## src/rtl/outport_arbiter_if.sv

```systemverilog
// outport_arbiter_if: request/tail/grant bundle between flow control, arbiter and crossbar
//   Lreq/Nreq/Ereq    per-input request (flit waiting and output FIFO ready)
//   Ltail/Ntail/Etail per-input tail flag of the presented flit
//   Lgrant/Ngrant/Egrant registered one-hot grant (crossbar select, FIFO read enables)
//   busy              arbiter holds a lock
//   xfer              a flit moves this cycle
//   modport master: request side (flow control); modport slave: the arbiter
interface outport_arbiter_if;
    logic Lreq, Nreq, Ereq;
    logic Ltail, Ntail, Etail;
    logic Lgrant, Ngrant, Egrant;
    logic busy;
    logic xfer;
    modport master (
        output Lreq, Nreq, Ereq, Ltail, Ntail, Etail,
        input  Lgrant, Ngrant, Egrant, busy, xfer
    );
    modport slave (
        input  Lreq, Nreq, Ereq, Ltail, Ntail, Etail,
        output Lgrant, Ngrant, Egrant, busy, xfer
    );
endinterface

```

## src/rtl/outport_arbiter.sv

```systemverilog
// outport_arbiter: round-robin, packet-locking arbiter for one output of a 3-port (L, N, E) router
//   clk  rising-edge clock
//   rst  asynchronous active-high reset
//   bus  outport_arbiter_if.slave: requests/tails in, one-hot grant, busy and xfer out
//   ARB_LOCK_TIMEOUT_EN: when defined, a lock stalled for TIMEOUT cycles is released
//   TIMEOUT: stall limit in cycles; TW: stall counter width, 2**TW > TIMEOUT
module outport_arbiter #(
    parameter int TIMEOUT = 15,
    parameter int TW      = 4
) (
    input logic         clk,
    input logic         rst,
    outport_arbiter_if.slave bus
);
    typedef enum logic [1:0] {IDLE, LOCK_L, LOCK_N, LOCK_E} state_t;
    state_t      state, state_nxt;
    logic [1:0]  ptr, ptr_nxt, own, own_succ, win;
    logic [2:0]  req, tail, grant;
    logic        release_lock, tmo;

    if (2**TW <= TIMEOUT) begin : g_bad_tw
        $error("outport_arbiter: TW too narrow for TIMEOUT");
    end

    function automatic logic [1:0] succ(input logic [1:0] p);
        return p == 2'd2 ? 2'd0 : p + 2'd1;
    endfunction

    // first requester in cyclic order L->N->E starting at s
    function automatic logic [1:0] pick(input logic [2:0] r, input logic [1:0] s);
        logic [1:0] s1, s2;
        s1 = succ(s);
        s2 = succ(s1);
        return r[s] ? s : r[s1] ? s1 : s2;
    endfunction

    assign req      = {bus.Ereq, bus.Nreq, bus.Lreq};
    assign tail     = {bus.Etail, bus.Ntail, bus.Ltail};
    assign grant    = {state == LOCK_E, state == LOCK_N, state == LOCK_L};
    assign {bus.Egrant, bus.Ngrant, bus.Lgrant} = grant;
    assign bus.busy = state != IDLE;
    assign bus.xfer = |(grant & req);

    // LOCK_x encodes owner index + 1
    assign own          = state - 2'd1;
    assign own_succ     = succ(own);
    assign release_lock = bus.busy & ((|(grant & req & tail)) | tmo);
    // on release the old owner is searched last, so it wins only when alone
    assign win          = pick(req, bus.busy ? own_succ : ptr);

    always_comb begin
        state_nxt = (!bus.busy || release_lock) ? (|req ? state_t'(win + 2'd1) : IDLE) : state;
        ptr_nxt   = release_lock ? own_succ : ptr;
    end

    always_ff @(posedge clk or posedge rst) begin
        if (rst) begin
            state <= IDLE;
            ptr   <= 2'd0;
        end else begin
            state <= state_nxt;
            ptr   <= ptr_nxt;
        end
    end

`ifdef ARB_LOCK_TIMEOUT_EN
    logic [TW-1:0] cnt;

    // cnt counts earlier stalled cycles; the TIMEOUT-th consecutive stall releases at its edge
    assign tmo = bus.busy & ~bus.xfer & (cnt == TW'(TIMEOUT - 1));

    always_ff @(posedge clk or posedge rst) begin
        if (rst) cnt <= '0;
        else     cnt <= (!bus.busy || bus.xfer || release_lock) ? '0 : cnt + TW'(1);
    end
`else
    assign tmo = 1'b0;
`endif
endmodule

```

## src/flat_wrapper.sv

```systemverilog
// flat-port wrapper written by rule: the top's interface ports become plain ports
module outport_arbiter_flat 
#(
    parameter int TIMEOUT = 15,
    parameter int TW      = 4
)
  (clk, rst, bus_Lreq, bus_Nreq, bus_Ereq, bus_Ltail, bus_Ntail, bus_Etail, bus_Lgrant, bus_Ngrant, bus_Egrant, bus_busy, bus_xfer);
  outport_arbiter_if bus_i ();
  input logic clk;
  input logic rst;
  input wire logic [$bits(bus_i.Lreq)-1:0] bus_Lreq;
  input wire logic [$bits(bus_i.Nreq)-1:0] bus_Nreq;
  input wire logic [$bits(bus_i.Ereq)-1:0] bus_Ereq;
  input wire logic [$bits(bus_i.Ltail)-1:0] bus_Ltail;
  input wire logic [$bits(bus_i.Ntail)-1:0] bus_Ntail;
  input wire logic [$bits(bus_i.Etail)-1:0] bus_Etail;
  output wire logic [$bits(bus_i.Lgrant)-1:0] bus_Lgrant;
  output wire logic [$bits(bus_i.Ngrant)-1:0] bus_Ngrant;
  output wire logic [$bits(bus_i.Egrant)-1:0] bus_Egrant;
  output wire logic [$bits(bus_i.busy)-1:0] bus_busy;
  output wire logic [$bits(bus_i.xfer)-1:0] bus_xfer;
  assign bus_i.Lreq = bus_Lreq;
  assign bus_i.Nreq = bus_Nreq;
  assign bus_i.Ereq = bus_Ereq;
  assign bus_i.Ltail = bus_Ltail;
  assign bus_i.Ntail = bus_Ntail;
  assign bus_i.Etail = bus_Etail;
  assign bus_Lgrant = bus_i.Lgrant;
  assign bus_Ngrant = bus_i.Ngrant;
  assign bus_Egrant = bus_i.Egrant;
  assign bus_busy = bus_i.busy;
  assign bus_xfer = bus_i.xfer;
  outport_arbiter #(.TIMEOUT(TIMEOUT), .TW(TW)) u_core (.clk(clk), .rst(rst), .bus(bus_i));
endmodule
```

## config.mk

```make
export PLATFORM = sky130hd
export DESIGN_NAME = outport_arbiter_flat
export DESIGN_NICKNAME = d
export VERILOG_FILES = /design/src/rtl/outport_arbiter_if.sv /design/src/rtl/outport_arbiter.sv /design/src/flat_wrapper.sv
export SDC_FILE = /design/constraint.sdc
export NUM_CORES = 1
export LEC_CHECK = 0
export BUFFER_PORTS_ARGS = -buffer_cell sky130_fd_sc_hd__buf_2
export CAP_MARGIN = 20
export CORE_AREA = 8 8 45 47
export CTS_CLUSTER_SIZE = 20
export DETAILED_ROUTE_END_ITERATION = 6
export DIE_AREA = 0 0 53 55
export HOLD_SLACK_MARGIN = 0.08
export PLACE_DENSITY = 0.48
export SLEW_MARGIN = 40
export SYNTH_ARGS = -nofsm -noshare
export SYNTH_HDL_FRONTEND = slang
export SYNTH_SLANG_ARGS = --single-unit
```

## constraint.sdc

```tcl
create_clock -name clk -period 2.6 [get_ports clk]
set_input_delay 0.13 -clock clk [delete_from_list [all_inputs] [get_ports clk]]
set_output_delay 0.13 -clock clk [all_outputs]
set_load 0.01 [all_outputs]
```

Word level (Yosys, flattened, before mapping). Index checks and enable logic that the tools add are counted.

Register bits: 4. Bits in latches: 0. Bits in writable memories: 0. Bits in read-only memories: 0. Input bits: 8. Logic and storage cells: 35. Memories kept: 0.

Add/sub/neg operators: 5. Multiply operators: 0. Divide/modulo/power cells: 0. Order comparisons: 2. Equal/unequal tests: 6. Shift-type cells: 0. Muxes and demuxes: 11. Bitwise operators: 3. Reductions and logical operators: 6.

Operator list (count): 2-to-1 mux 2 bit (7); equality test 2 bit (second input constant) (5); OR reduction 3 bit (3); adder 2 x 1 -> 2 bit (second input constant) (4); AND 3 bit (2); less-than comparator 2 x 3 -> 1 bit (second input constant) (2); binary-select mux 1 bit (select 2 bit) (2); equality test 2 x 1 -> 1 bit (second input constant) (1); 2-to-1 mux 1 bit (2); nonzero test 2 bit (1); subtractor 2 x 1 -> 2 bit (second input constant) (1); AND 1 bit (1); logical NOT 1 bit (1); logical OR 1 bit (1).

Longest topological paths before layout. Gate-level depths: netlist of run 1.

Word-level depth: 12. Mapped depth: 6. Depth with buffers taken out: 5.

Worst setup path after synthesis of run 1. No wires, ideal clock.

Path type: register to register. From: register u_core.state[0]. To: register u_core.state[1]. Library setup time: 0.121 ns. Arrival: 1.401 ns. Required time: 2.479 ns. Path slack: 1.078 ns. Stages on the path, launching flop included: 6. Buffers on the path: 1. Clock period less this slack: 1.522 ns. Cell sequence: dfrtp_1 buf_4 a21oi_2 o32ai_1 or4_4 o22a_1.

Cells in the longest elaborated chain, start to end: 12.

Ends and longest elaborated chain: from (decl) (line outport_arbiter.sv:16) `state_t state, state_nxt;`; from (signal assigned) (line outport_arbiter.sv:61) `state <= state_nxt;`; subtractor 2 x 1 -> 2 bit (line outport_arbiter.sv:45) `assign own = state - 2'd1;`; adder 2 x 1 -> 2 bit / equality test 2 bit (equally long branches) (line outport_arbiter.sv:26) `return p == 2'd2 ? 2'd0 : p + 2'd1;`; 2-to-1 mux 2 bit (line outport_arbiter.sv:26); 2-to-1 mux 2 bit (line outport_arbiter.sv:49) `assign win = pick(req, bus.busy ? own_succ : ptr);`; adder 2 x 1 -> 2 bit / equality test 2 bit (equally long branches) (line outport_arbiter.sv:26); 2-to-1 mux 2 bit (line outport_arbiter.sv:26); adder 2 x 1 -> 2 bit (tied with other cells) (line outport_arbiter.sv:26); 2-to-1 mux 2 bit / 2-to-1 mux 1 bit (equally long branches) (line outport_arbiter.sv:26, outport_arbiter.sv:34); 2-to-1 mux 2 bit (2 in a row) (line outport_arbiter.sv:34) `return r[s] ? s : r[s1] ? s1 : s2;`; adder 2 x 1 -> 2 bit (line outport_arbiter.sv:52) `state_nxt = (!bus.busy || release_lock) ? (|req ? state_t'(win + 2'd1) : IDLE) : state;`; 2-to-1 mux 2 bit (line outport_arbiter.sv:52).

Parallel ways exist; a longest one is shown, timed or not. The select of a mux whose other input is x is not followed. A chain may end at the register's enable or synchronous reset.

Worst setup path in the final report of run 1. Ends and elaborated chain as after synthesis.

==> results.json, run 1 <==
{
  "ys_types": 25,
  "final_area_um2": 478,
  "synth_top_family_by_area": "compound AO/OA/AOI/OAI gates",
  "end_kind": "flip-flop",
  "synth_warnings": 0,
  "finalWirelength_um": 1080,
  "slew_headroom": 0.623,
  "ys_seq_area_frac": 0.256,
  "synth_fa_ha_area_frac": 0,
  "cp_max_fo": 19,
  "cts_buffer_depth": 2,
  "finalSetupTns_ps": 0,
  "io_pins": 13,
  "intPower_mw": 0.254,
  "cts.sinks": 4,
  "syn_nets": 65,
  "placedInstanceArea_um2": 445,
  "finClkSkew_ps": 1.13,
  "ff2ff_path_depth": 5,
  "placedCellCount": 80,
  "post_cts_buffers": 0,
  "synthesis.area_um2": 392,
  "p_switching_mw": 0.210,
  "fin_nets": 78,
  "drv_slew": 0,
  "grt_first_pass_wirelength_um": 1880,
  "utilization": 0.345,
  "synthCells": 57,
  "max-cap-violations": 0,
  "cts_root_buf": "clkbuf_4",
  "gp_congestion": 0.814,
  "p_leak_nw": 0.227,
  "die_w_um": 53,
  "instances_no_fill": 84,
  "yosys.area_share.simple": 0.297,
  "avgViaCountPerCell": 5.37,
  "synth_seq_cells": 4,
  "worstMarginPinSlew_ps": 566,
  "area_growth_syn_to_layout_pct": 22.0,
  "multi_input_area_um2": 246,
  "hold_buffers": 1,
  "dr.pass1.iters": 4,
  "p_seq_frac": 0.329,
  "coreArea_um2": 1380,
  "arrival_ps": 2030,
  "fp-row-count": 14,
  "initial_utilization": 0.283,
  "final_cell_mix": "buf_2 (12), a21oi_1 (10), nand2_1 (8), inv_1 (4), dfrtp_1 (4)",
  "num_antenna_cells": 0,
  "required_ps": 2710,
  "synth.area.mux_share": 0.0256,
  "p_comb_frac": 0.506,
  "netlist.area_leader.share": 0.256,
  "sw_frac_of_total": 0.453,
  "status": "finished clean",
  "antenna_found_initial": 0,
  "peakVddDrop_mv": 0.457,
  "seqCellArea_um2": 100,
  "clk_pin_slew_ps": 40,
  "rsz0062_at_grt": "false",
  "min_path_type": "input port to flip-flop",
  "syn_area_per_cell_um2": 6.87,
  "period_share": 0.738,
  "worstSetupPathType": "flip-flop to flip-flop",
  "holdPathStages": 3,
  "drc": 0,
  "grt_max_degree": 20,
  "hpwl_um": 787,
  "setup_violations": 0,
  "fin_crit_ps": 1920,
  "power.density_nw_per_um2": 970,
  "h-tree-depth": 1,
  "post_cts_resized": 0,
  "power.share.clock": 0.165,
  "grt_usage": 0.0839,
  "vias": 451,
  "yosysTopAreaCell": "dfrtp_1",
  "dieHeight_um": 55,
  "grt_pass1_vias": 424,
  "dieArea_um2": 2920,
  "postRouteAntennaNets": 0,
  "detail_route.wl_per_cell_um": 12.8,
  "tritoncts": "built",
  "synth_compound_area_frac": 0.307,
  "synth-xor-area-share": 0,
  "io_buffer_count": 12,
  "dr.first_iter.drc_count": 12,
  "power.total_mw": 0.464,
  "mostFrequentLayoutCell": "buf_2",
  "final_hold_viol_count": 0,
  "grt_overflow_total": 0,
  "timing.fmax_ghz": 0.521,
  "clk_latency_ps": 230,
  "synth_area_leaders": "dfrtp_1 (26%), a21oi_1 (13%), nand2_1 (7.7%)",
  "cts_buffers": 3,
  "drive_above_1_share": 0.294,
  "critPathLaunchType": "flip-flop",
  "fillers": 158
}
cell usage after synthesis:
cell and number:
a21oi_1 10, nand2_1 8, dfrtp_1 4, inv_1 4, nand3_1 3, nor2_1 3
nor3_1 3, o21ai_0 3, buf_2 2, nor3b_1 2, a21oi_2 1, a2bb2oi_1 1
and2_1 1, buf_4 1, clkbuf_1 1, clkbuf_2 1, inv_2 1, mux2i_1 1
nor4_1 1, o221ai_1 1, o22a_1 1, o311a_2 1, o32ai_1 1, or2_2 1
or4_4 1
cell type report:
cell class,instances,share of cell area
inverter,5,0.0393
sequential,4,0.209
tap,16,0.0419
timing repair buffer,13,0.147
clock buffer,3,0.0471
multi-input combinational,43,0.516
critical path: stages (launching register included):
cell and delay (ps):
dfrtp_1 690, nor2_1 130, a21oi_1 140, o32ai_1 90, or4_4 520, o22a_1 230
sequential cells by signal (all words and copies together) (netlist names):
name / count
u_core.state: 2
u_core.ptr: 2
per-stage QoR:
step / hold slack [ps] / setup slack [ps]
2_1_floorplan: -104 / 1080
3_3_place_gp: 14.9 / 761
3_5_place_dp: 12.8 / 715
4_1_cts: 180 / 704
5_1_grt: 214 / 514
6_report: 183 / 680
kinds of logic after synthesis:
| kind of cell | count (synthesis) |
|---|---|
| AOI/OAI and AO/OA | 19 |
| buffers and inverters | 10 |
| and+or+nand+nor | 23 |
| muxes | 1 |
| DFF | 4 |
metal layers:
layer  vias to the layer above  wire, µm  GRT usage  part of all wire
met5                         -         0          0                 0
met4                         0        15     0.0517             0.014
met3                         2       119     0.0214              0.11
met2                        23       465      0.121              0.43
met1                       200       478      0.109              0.44
li1                        226         -          -                 -
power groups by stage:
| stage | clock network [mW] | registers (mW) | logic (mW) |
|---|---|---|---|
| after floorplan | 0 | 0.117 | 0.203 |
| after global placement | 0 | 0.154 | 0.236 |
| after detailed placement | 0 | 0.152 | 0.235 |
| after CTS | 0.0794 | 0.151 | 0.237 |
| after global routing | 0.0812 | 0.163 | 0.273 |
| final | 0.0763 | 0.153 | 0.235 |
path summary, 6_finish.rpt:
check                      slack [ps]              end             from
max                               680  u_core.state[1]  u_core.state[0]
min                               180    u_core.ptr[1]        bus_Ntail
max reg2reg                       680  u_core.state[1]  u_core.state[0]
min reg2reg                       630    u_core.ptr[1]    u_core.ptr[1]
max in group asynchronous        2150    u_core.ptr[0]              rst
min in group asynchronous         310  u_core.state[0]              rst
Note: power is estimated with default switching activity, not from simulation.
==> run 2, diff against run 1 <==
--- a/config.mk
+++ b/config.mk
@@ -12,7 +12,7 @@
 export DETAILED_ROUTE_END_ITERATION = 6
 export DIE_AREA = 0 0 53 55
 export HOLD_SLACK_MARGIN = 0.08
-export PLACE_DENSITY = 0.48
+export PLACE_DENSITY = 0.5
 export SLEW_MARGIN = 40
 export SYNTH_ARGS = -nofsm -noshare
 export SYNTH_HDL_FRONTEND = slang
==> constraint.sdc (replaced) <==
create_clock -name clk -period 1.7 [get_ports clk]
set_input_delay 0.085 -clock clk [delete_from_list [all_inputs] [get_ports clk]]
set_output_delay 0.085 -clock clk [all_outputs]
set_load 0.01 [all_outputs]
==> results.json, run 2 (synthesized netlist as in run 1, its figures left out) <==
{
  "cts.sinks": 4,
  "num_antenna_cells": 0,
  "crit_buf_inv": 1,
  "grt_usage": 0.0799,
  "finClkSkew_ps": 2.34,
  "status": "finished clean",
  "ff2ff_path_depth": 5,
  "path_cells": "buf_6, a21oi_4, o32ai_1, or4_4, o22a_1",
  "top_regs": "u_core.ptr (2), u_core.state (2)",
  "vias": 450,
  "critPathTopFamily": "simple AND/OR/NAND/NOR gates",
  "placedInstanceArea_um2": 490,
  "p_leak_nw": 0.263,
  "avgViaCountPerCell": 4.95,
  "antenna_found_initial": 0,
  "placedCellCount": 86,
  "cts_buffer_depth": 2,
  "instances_no_fill": 91,
  "power.density_nw_per_um2": 1480,
  "mostFrequentLayoutCell": "buf_2",
  "final_area_um2": 547,
  "finalSetupTns_ps": 0,
  "io_pins": 13,
  "die_w_um": 53,
  "hold_path_end": "u_core.ptr[1]",
  "critPathLaunchType": "flip-flop",
  "grt_overflow_total": 0,
  "gp_congestion": 0.828,
  "rsz0062_at_grt": "false",
  "h-tree-depth": 1,
  "dr.first_iter.drc_count": 7,
  "fin_crit_ps": 1640,
  "timing.fmax_ghz": 0.608,
  "grt_first_pass_wirelength_um": 1790,
  "coreArea_um2": 1380,
  "cp_max_fo": 6,
  "hpwl_um": 857,
  "finalWirelength_um": 1090,
  "final_cell_mix": "buf_2 (12), a21oi_1 (10), nand2_1 (8), buf_4 (5), inv_1 (4)",
  "dieHeight_um": 55,
  "area_growth_syn_to_layout_pct": 39.6,
  "critPathMaxStageDelay_ps": 520,
  "worstMarginPinSlew_ps": 276,
  "drc": 0,
  "dieArea_um2": 2920,
  "timing.rr.end": "u_core.state[1]",
  "setup_violations": 0,
  "final_hold_viol_count": 0,
  "arrival_ps": 1750,
  "clk_pin_slew_ps": 40,
  "slew_headroom": 0.816,
  "min_path_type": "input port to flip-flop",
  "drv_slew": 0,
  "end_kind": "flip-flop",
  "tritoncts": "built",
  "dr.pass1.iters": 4,
  "drive_above_1_share": 0.373,
  "holdCritStartpoint": "bus_Ntail",
  "io_buffer_count": 12,
  "initial_utilization": 0.283,
  "grt_pass1_vias": 434,
  "cpMaxStageDelayCell": "or4_4",
  "period_share": 0.967,
  "holdPathStages": 3,
  "cts_buffers": 3,
  "regToRegSetupSlack_ps": 60,
  "worstSetupPathType": "flip-flop to flip-flop",
  "fin_nets": 85,
  "cts_root_buf": "clkbuf_4",
  "required_ps": 1810,
  "fp-row-count": 14,
  "peakVddDrop_mv": 0.550,
  "max-cap-violations": 0,
  "grt_max_degree": 11,
  "fillers": 153,
  "clk_latency_ps": 230,
  "detail_route.wl_per_cell_um": 12.0,
  "postRouteAntennaNets": 0,
  "r2r-start": "u_core.state[0]"
}
==> run 2: cell count changes in the layout (fill, tap and decap cells not counted) <==
cell / change
dfrtp_1: -1
a21oi_4: +1
buf_6: +2
a21oi_2: -1
dfrtp_2: +1
buf_4: +5
==> run 2: how the worst max path moves through the flow <==
stage / end / startpoint / depth (start not counted)
floorplan: u_core.state[1] / u_core.state[0] / 5
global placement: u_core.state[1] / u_core.state[0] / 6
detailed placement: u_core.state[1] / u_core.state[0] / 5
CTS: u_core.state[1] / u_core.state[0] / 5
global route: u_core.state[1] / u_core.state[0] / 5
finish: u_core.state[1] / u_core.state[0] / 5
==> run 2: per-layer routing <==
metal	wire length, µm	track usage	share of wire	vias to the layer above
met5	0	0	0	-
li1	-	-	-	241
met3	30	0.0107	0.027	0
met4	0	0.0647	0	0
met1	500	0.0916	0.46	203
met2	561	0.131	0.51	6
==> run 2: repair_timing <==
item,in CTS,in global routing
buffers inserted,1,0
resized for setup,0,4
endpoints found under the setup margin,1,2
pin swaps,0,1
endpoints found under the hold margin,4,0
hold buffers,1,0
==> run 2: stage by stage <==
step	setup slack [ps]	hold slack (ps)	total power, mW	utilization
5_1_grt	6.17	155	0.887	0.395
4_1_cts	7.45	133	0.794	0.383
2_1_floorplan	178	-149	0.490	-
3_3_place_gp	34.6	-24.0	0.661	0.354
6_report	56.6	136	0.810	0.395
3_5_place_dp	9.65	-25.3	0.656	0.354
==> run 2: area by class of cell <==
cell class	count	area [µm²]	area share
Multi-Input combinational cell	43	254	0.465
Timing Repair Buffer	20	130	0.238
Sequential cell	4	101	0.185
Clock buffer	3	22.5	0.0412
Tap cell	16	20.0	0.0366
Inverter	5	18.8	0.0343
==> run 2: report_power, final <==
group / leakage (nW) / total (mW) / internal [mW] / switching, mW
Sequential: 0.0478 / 0.197 / 0.135 / 0.0621
Clock: 0.0138 / 0.115 / 0.0788 / 0.0366
Combinational: 0.202 / 0.497 / 0.256 / 0.241
==> run 2: worst register-to-register path, stage by stage, from the launching register on <==
cell     delay, ps
dfrtp_2        440
buf_6          140
a21oi_4        110
o32ai_1         90
or4_4          520
o22a_1         210
==> run 3, diff against run 2 <==
--- a/config.mk
+++ b/config.mk
@@ -12,7 +12,6 @@
 export DETAILED_ROUTE_END_ITERATION = 6
 export DIE_AREA = 0 0 53 55
 export HOLD_SLACK_MARGIN = 0.08
-export PLACE_DENSITY = 0.5
 export SLEW_MARGIN = 40
 export SYNTH_ARGS = -nofsm -noshare
 export SYNTH_HDL_FRONTEND = slang
==> results.json, run 3 (synthesized netlist as in run 1, its figures left out) <==
{
  "peakVddDrop_mv": 0.657,
  "placedCellCount": 85,
  "initial_utilization": 0.283,
  "drc": 0,
  "placedInstanceArea_um2": 483,
  "cts.sinks": 4,
  "power.share.clock": 0.145,
  "grt_first_pass_wirelength_um": 1800,
  "die_w_um": 53,
  "cts_root_buf": "clkbuf_4",
  "required_ps": 1810,
  "max-cap-violations": 0,
  "p_comb_frac": 0.590,
  "final_area_um2": 518,
  "num_antenna_cells": 0,
  "final_hold_viol_count": 0,
  "min_path_type": "input port to flip-flop",
  "setup_violations": 0,
  "p_switching_mw": 0.327,
  "cts_buffers": 3,
  "utilization": 0.374,
  "hpwl_um": 833,
  "io_pins": 13,
  "worstSetupPathType": "flip-flop to flip-flop",
  "dr.first_iter.drc_count": 13,
  "area_growth_syn_to_layout_pct": 32.3,
  "fin_crit_ps": 1610,
  "drive_above_1_share": 0.370,
  "cts_buffer_depth": 2,
  "worstMarginPinSlew_ps": 265,
  "h-tree-depth": 1,
  "dr.pass1.iters": 4,
  "finalSetupTns_ps": 0,
  "avgViaCountPerCell": 5.04,
  "instances_no_fill": 89,
  "dieArea_um2": 2920,
  "fin_nets": 83,
  "grt_overflow_total": 0,
  "critPathLaunchType": "flip-flop",
  "io_buffer_count": 12,
  "tritoncts": "built",
  "intPower_mw": 0.441,
  "power.density_nw_per_um2": 1480,
  "finalWirelength_um": 1070,
  "rsz0062_at_grt": "false",
  "p_leak_nw": 0.249,
  "dieHeight_um": 55,
  "drv_slew": 0,
  "arrival_ps": 1720,
  "final_cell_mix": "buf_2 (12), a21oi_1 (10), nand2_1 (8), buf_4 (5), inv_1 (4)",
  "status": "finished clean",
  "timing.fmax_ghz": 0.621,
  "top_regs": "u_core.ptr (2), u_core.state (2)",
  "mostFrequentLayoutCell": "buf_2",
  "cp_max_fo": 10,
  "clk_pin_slew_ps": 40,
  "period_share": 0.948,
  "post_cts_buffers": 0,
  "finClkSkew_ps": 2.84,
  "p_seq_frac": 0.265,
  "end_kind": "flip-flop",
  "grt_pass1_vias": 455,
  "sw_frac_of_total": 0.425,
  "detail_route.wl_per_cell_um": 12.0,
  "slew_headroom": 0.822,
  "gp_congestion": 0.804,
  "grt_usage": 0.0800,
  "clk_latency_ps": 230,
  "antenna_found_initial": 0,
  "postRouteAntennaNets": 0,
  "coreArea_um2": 1380,
  "vias": 449,
  "fp-row-count": 14,
  "grt_max_degree": 11
}
run 3: changes by cell type in the layout (fill, tap and decap cells not counted), sizes merged:
cell  previous run  this run
buf             19        17
run 3: critical path: stages (launching register included):
cell     delay, ps
dfrtp_2        440
nor2_1          90
a21oi_1        140
o32ai_1         90
or4_4          520
o22a_1         220
run 3: path summary, 6_finish.rpt:
path | start | to | slack, ps | cells past startpoint
min in group asynchronous | rst | u_core.state[1] | 280 | 3
worst max-delay path | u_core.state[0] | u_core.state[1] | 90 | 5
max in group asynchronous | rst | u_core.ptr[0] | 1260 | 3
worst min-delay path | bus_Ntail | u_core.ptr[1] | 170 | 3
worst min register to register | u_core.ptr[1] | u_core.ptr[1] | 590 | 2
worst max register to register | u_core.state[0] | u_core.state[1] | 90 | 5
run 3: repair_timing:
item / CTS / global route
resized for setup: 0 / 2
endpoints found under the setup margin: 0 / 2
hold endpoints to repair: 4 / 0
hold buffers: 1 / 0
run 3: cell type report:
class	count	area (µm²)
Timing Repair Buffer	18	108
Multi-Input combinational cell	43	246
Sequential cell	4	103
Inverter	5	18.8
Tap cell	16	20.0
Fill cell	153	866
Clock buffer	3	22.5
run 3: power groups by stage:
stage          sequential (mW)  clock [mW]  combinational (mW)
2_1_floorplan            0.180           0               0.311
3_3_place_gp             0.196           0               0.449
3_5_place_dp             0.197           0               0.451
4_1_cts                  0.196       0.119               0.455
5_1_grt                  0.213       0.118               0.507
6_report                 0.203       0.111               0.453
run 3: metal layers:
metal	track usage	vias to the layer above	share of wire
met3	0.0134	2	0.044
met4	0.0733	0	0.0075
met2	0.123	8	0.49
met5	0	-	0
li1	-	236	-
met1	0.0933	203	0.46
run 3: through the flow:
stage	setup slack, ps	hold WS [ps]	total power [mW]
6_report	88.9	169	0.768
3_5_place_dp	34.5	-31.7	0.648
5_1_grt	16.6	180	0.838
4_1_cts	25.2	153	0.769
2_1_floorplan	178	-149	0.490
3_3_place_gp	68.4	-32.1	0.645
